### src/rtl/uart_rx.sv
`timescale 1ns/1ps
// 8N1 UART receiver with 16x oversampling.
// Recovers bytes from the asynchronous RX pin and flags bad stop bits.
module uart_rx #(
  parameter int SYNC_STAGES = 2,
  parameter bit MAJORITY    = 1'b1
) (
  input  logic       clk,
  input  logic       rst,
  input  logic       baud_16x_tick,
  input  logic       serial_in,
  output logic [7:0] data_out,
  output logic       rx_done_tick,
  output logic       frame_err_tick,
  output logic       busy
);

  typedef enum logic [2:0] {
    S_IDLE,
    S_START,
    S_DATA,
    S_STOP,
    S_WAIT_HIGH
  } state_e;

  state_e                 state_q, state_d;
  logic [SYNC_STAGES-1:0] sync_q;
  logic [2:0]             hist_q;
  logic [3:0]             tick_q, tick_d;
  logic [2:0]             bit_q, bit_d;
  logic [7:0]             shift_q, shift_d;
  logic [7:0]             data_q, data_d;
  logic                   done_q, done_d;
  logic                   err_q, err_d;
  logic                   rx_s;
  logic                   smp;

  // Synchronizer and history reset to the idle-high line level.
  always_ff @(posedge clk) begin
    if (rst) begin
      sync_q <= '1;
      hist_q <= 3'b111;
    end else begin
      sync_q <= {sync_q[SYNC_STAGES-2:0], serial_in};
      if (baud_16x_tick) hist_q <= {hist_q[1:0], rx_s};
    end
  end

  assign rx_s = sync_q[SYNC_STAGES-1];

  if (MAJORITY) begin : g_majority
    assign smp = (hist_q[0] & hist_q[1]) | (hist_q[1] & hist_q[2]) | (hist_q[0] & hist_q[2]);
  end else begin : g_single
    assign smp = hist_q[0];
  end

  // NOTE: sequential state uses non-blocking assignments only, so every register
  // samples the pre-edge value of every other register.
  always_ff @(posedge clk) begin
    if (rst) begin
      state_q <= S_IDLE;
      tick_q  <= '0;
      bit_q   <= '0;
      shift_q <= '0;
      data_q  <= '0;
      done_q  <= 1'b0;
      err_q   <= 1'b0;
    end else begin
      state_q <= state_d;
      tick_q  <= tick_d;
      bit_q   <= bit_d;
      shift_q <= shift_d;
      data_q  <= data_d;
      done_q  <= done_d;
      err_q   <= err_d;
    end
  end

  always_comb begin
    // NOTE: every output of this block gets a default first; a path that skips an
    // assignment would otherwise infer a latch. Pulses default low, so a gap in
    // the tick strobe can never stretch them.
    state_d = state_q;
    tick_d  = tick_q;
    bit_d   = bit_q;
    shift_d = shift_q;
    data_d  = data_q;
    done_d  = 1'b0;
    err_d   = 1'b0;
    if (baud_16x_tick) begin
      unique case (state_q)
        S_IDLE: begin
          if (!smp) begin
            state_d = S_START;
            tick_d  = '0;
          end
        end
        S_START: begin
          if (tick_q == 4'd7) begin
            if (!smp) begin
              state_d = S_DATA;
              tick_d  = '0;
              bit_d   = '0;
            end else begin
              state_d = S_IDLE;
            end
          end else begin
            tick_d = tick_q + 4'd1;
          end
        end
        S_DATA: begin
          tick_d = tick_q + 4'd1;
          if (tick_q == 4'd15) begin
            shift_d = {smp, shift_q[7:1]};
            bit_d   = bit_q + 3'd1;
            if (bit_q == 3'd7) begin
              state_d = S_STOP;
              tick_d  = '0;
            end
          end
        end
        S_STOP: begin
          tick_d = tick_q + 4'd1;
          if (tick_q == 4'd15) begin
            if (smp) begin
              data_d  = shift_q;
              done_d  = 1'b1;
              state_d = S_IDLE;
            end else begin
              err_d   = 1'b1;
              state_d = S_WAIT_HIGH;
            end
          end
        end
        // A held-low break parks here instead of re-framing as repeated 0x00.
        S_WAIT_HIGH: begin
          if (smp) state_d = S_IDLE;
        end
        default: state_d = S_IDLE;
      endcase
    end
  end

  always_comb begin
    busy           = (state_q != S_IDLE);
    data_out       = data_q;
    rx_done_tick   = done_q;
    frame_err_tick = err_q;
  end

endmodule

### config.mk
export PLATFORM = sky130hd
export DESIGN_NAME = uart_rx
export DESIGN_NICKNAME = d
export VERILOG_FILES = /design/src/rtl/uart_rx.sv
export SDC_FILE = /design/constraint.sdc
export NUM_CORES = 1
export LEC_CHECK = 0
export CAP_MARGIN = 25
export CORE_ASPECT_RATIO = 0.9
export CORE_UTILIZATION = 40
export DETAILED_ROUTE_END_ITERATION = 10
export GPL_TIMING_DRIVEN = 0
export PLACE_DENSITY = 0.62
export SYNTH_ARGS = -nofsm -noshare
export SYNTH_HDL_FRONTEND = slang
export SYNTH_SLANG_ARGS = --single-unit
### constraint.sdc
create_clock -name clk -period 3.75 [get_ports clk]
set_input_delay 0.375 -clock clk [delete_from_list [all_inputs] [get_ports clk]]
set_output_delay 0.375 -clock clk [all_outputs]
set_load 0.01 [all_outputs]
==> results.md <==
- Global routing usage summed across all routing layers: 17.5%
- Startpoint of the most critical setup path: state_q[2]$_SDFFE_PP0P_
- Storage element area: 661 µm²
- Routed wire length: 3060 µm
- Kind of launch point of the worst setup path: flop
- Net switching power figure: 0.000145 W
- Inserted Clock Buffers: 5
- Standard cell core area: 3430 µm²
- Post-synth cell types: 41
- Final hold violation count: 0
- Crit-path cells: buf_2, inv_1, nand3_1, clkdlybuf4s50_1
- Largest net degree at the start of global routing: 11
- RePlAce Congestion: 0.872
- Net count after synthesis: 171
- Met3 Wirelength: 178 µm
- Number of cells traversed by the worst register-to-register path: 5
- Maximum frequency from static timing analysis: around 500 MHz
- Arrival time reported for the critical path endpoint: 1.62 ns
- Worst hold slack after final layout: slightly above 0.4 ns
- Portion of the post-synthesis area used by sequential elements: roughly 45%
- Number of buffers inserted for hold repair after clock tree synthesis: 0
- Part of the power in combinational logic: 3.8%
- Fraction of synthesized cell area taken by the top area cell type: 45.1%
- Met2 wire length: 1360 µm
- Endpoint kind of the worst setup timing path: output pin
- Vias: about 1200
- # diodes: 0
- Die Footprint: 3910 µm²
- Area occupied by multi-input gates: 738 µm²
- Setup WS pre-CTS: 1.76 ns
- Cell area after synthesis: 1470 µm²
- Number of core rows: 20
- TritonCTS sink count: 33
- Cell count along the critical path: 4
- CTS-repair resized insts: 0
- Crit Path Max Fanout: 10
- Path category of the worst min-delay check: flop to flop
- Root buf cell: clkbuf_8
- Average wire per standard cell: 13.4 µm
- Initial antenna violation count: 0
- Non-filler cells, final: between 200 and 250
- Final critical-path setup slack: around 1.8 ns
- Worst setup path end: busy
- Setup repair after global routing missed its margin: no
- Standby leakage power: 0.672 nW
- Result of the run: complete, no violations
- Reg2Reg Capture Point: bit_q[1]$_SDFFE_PP0P_
- Worst-skew pair later-pin latency: 0.28 ns
- Final setup violating endpoints: 0
- Worst setup path class: flop to output pin
- Detail Placement HPWL: about 2100 µm
- Final Skew: 0.00576 ns
- Crit-path slowest cell: clkdlybuf4s50_1
- DRC violation total after the first TritonRoute iteration: 154
- Syn_area_per_cell: 8.94 µm²
- Grt ovf: 0
- Total number of nets in the final design: around 190
- Top library cells by usage in the layout, fill and taps aside: 33 x dfxtp_1, 19 x nand2_1, 16 x a21oi_1, 14 x nor2_1, 13 x clkdlybuf4s50_1
- Global-route wire length before repair: roughly 5000 µm
- Clock tree from TritonCTS: done
- I/O Pins: 15
- Placed cell count: 221
- Final standard cell area without fillers: 1770 µm²
- H-tree Lvls: 2
- Final cycle utilization of the critical path: 53.1%
- Beginning of the worst register-to-register path: tick_q[0]$_SDFFE_PP0P_
- Internal power consumption: 0.000581 W
- Slew at the pin closest to its max-slew limit: 0.470 ns
- Maximum ir drop on the vdd rail: 0.000219 V
- Top routing layer used: met4
- Number of buffer and inverter stages on the critical path: 3
- Share of power burned in registers: around half
- Slew Limit Headroom: 68.7%
- Via count of the first global-routing pass: between 1000 and 1500
- Yosys Warn Count: 0
- Delay of the slowest cell on the worst path: 0.53 ns
- Post-CTS clock slew at the launch and capture registers of the worst setup and hold paths: 0.06 ns
- Die width: approximately 66 µm
- Effective utilization at floorplan: approximately 43%
- Cell type contributing the most total cell area after synthesis: dfxtp_1
- Final Max Slew Viols: 0
- Number of instances in the synthesized netlist: 164
- Number of buffers inserted by port buffering: 13
- Min Clock Period, post-route: 1.99 ns
- Leading cell types by total area after synthesis: dfxtp_1 45%, mux2i_1 6.1%, a21oi_1 5.5%, nand2_1 4.9%, nor2_1 3.6%
- Number of buffers on the longest clock path: 2
- Number of synthesized register bits: 33
- Number of iterations in the first detailed-routing pass: 4
- Post-synthesis to final-layout area growth: 20.6%
- Share of power burned in the clock network: between 40 and 50%
- Count of maximum capacitance violations: 0
- Via density: between 5 and 6
- # Post-CTS Setup Buffers: 0
- Die Span Y: between 50 and 60 µm
- Count of filler cells inserted in the layout: 325
- Share of layout cells above drive strength 1: 10.8%
- Setup TNS after final layout: 0 ns
- Power per Cell Area: 411 nW/µm²
- Family of cells with the greatest summed delay on the critical path: buffers and inverters
- Post-Route M1 WL: 1480 µm
- Post-Place Cell Area: 1650 µm²
- Switching part of the total power: around 20%
- Remaining number of nets flagged by the antenna check after routing: 0
- Register-to-register path setup slack: 1.92 ns
- Required @ worst endpoint: between 3 and 4 ns
- Most frequent standard cell in the layout excluding fill and tap cells: dfxtp_1
- DRC errors left: 0
[cell families after synthesis]
logic type	after synthesis	share of synthesized area, %
fa+ha+maj	4	3.33
mux	9	6.14
simple gates	67	24.9
buf+inv	16	4.61
xor+xnor	1	0.597
compound gates	34	15.4
flops	33	45.1
[synthesized netlist by cell type, drive strengths merged]
master and instances:
nor3b 1, inv 4, or3b 1, a21oi 16, nand4b 1, nand3 7
o21ai 3, nand2 19, o221ai 1, a22o 3, nor4 1, and3 1
a32o 2, and2 2, nor2b 3, a31oi 1, nand4bb 1, a211oi 1
buf 4, maj3 1, or2 2, o211ai 1, or4 2, clkbuf 8
nand3b 2, nand2b 1, nor2 14, ha 3, o31ai 1, nor3 4
mux2i 9, a211o 3, xnor2 1, nand4 3, a32oi 1, o221a 1
dfxtp 33, and3b 2
[layout make-up]
type / instances / share of cell area, %
inverters: 4 / 0.849
repair buffers: 13 / 7.36
clock inverters: 1 / 1.70
plain buffers: 12 / 2.97
flip-flops and latches: 33 / 37.4
clock buffers: 7 / 4.88
multi-input cells: 115 / 41.8
well taps: 44 / 3.11
[layer usage]
layer	vias up	GRT usage (%)
li1	626	-
met2	40	24.5
met3	5	6.15
met5	-	0
met4	0	9.63
met1	553	23.4
[worst min path at each step]
stage / from / end / slack [ns] / cells past startpoint
6_report: sync_q[0]$_SDFF_PP1_ / sync_q[1]$_SDFF_PP1_ / 0.42 / 1
2_1_floorplan: sync_q[0]$_SDFF_PP1_ / sync_q[1]$_SDFF_PP1_ / 0.39 / 1
4_1_cts: sync_q[0]$_SDFF_PP1_ / sync_q[1]$_SDFF_PP1_ / 0.42 / 1
5_1_grt: sync_q[0]$_SDFF_PP1_ / sync_q[1]$_SDFF_PP1_ / 0.43 / 1
3_3_place_gp: sync_q[0]$_SDFF_PP1_ / sync_q[1]$_SDFF_PP1_ / 0.40 / 1
3_5_place_dp: sync_q[0]$_SDFF_PP1_ / sync_q[1]$_SDFF_PP1_ / 0.41 / 1
[registers in the layout, summed over array words and instances, names as in the netlist]
name,flops
bit_q,3
shift_q,8
sync_q,2
tick_q,4
state_q,3
rx_done_tick,1
data_out,8
frame_err_tick,1
hist_q,3
[power by group through the flow]
stage / Clock [W] / Sequential [W] / Combinational, W
6_report: 0.000343 / 0.000356 / 0.0000276
5_1_grt: 0.000371 / 0.000356 / 0.0000301
4_1_cts: 0.000353 / 0.000356 / 0.0000276
3_5_place_dp: 0 / 0.000364 / 0.0000275
3_3_place_gp: 0 / 0.000364 / 0.0000270
2_1_floorplan: 0 / 0.000363 / 0.0000187
[stage by stage]
stage,util (%),power (W)
CTS,51.6,0.000737
floorplan,-,0.000382
detailed placement,48.2,0.000392
finish,51.6,0.000726
global route,51.6,0.000757
global placement,48.2,0.000391
[worst register-to-register path: cells and delay by family (launching register included)]
family | cells | cell delay (ns)
adder cells (fa/ha/maj) | 1 | 0.32
AO/OA/AOI/OAI | 1 | 0.16
AND/OR/NAND/NOR | 3 | 0.91
flip-flops | 1 | 0.38
Power figures use the tool's default switching activity.
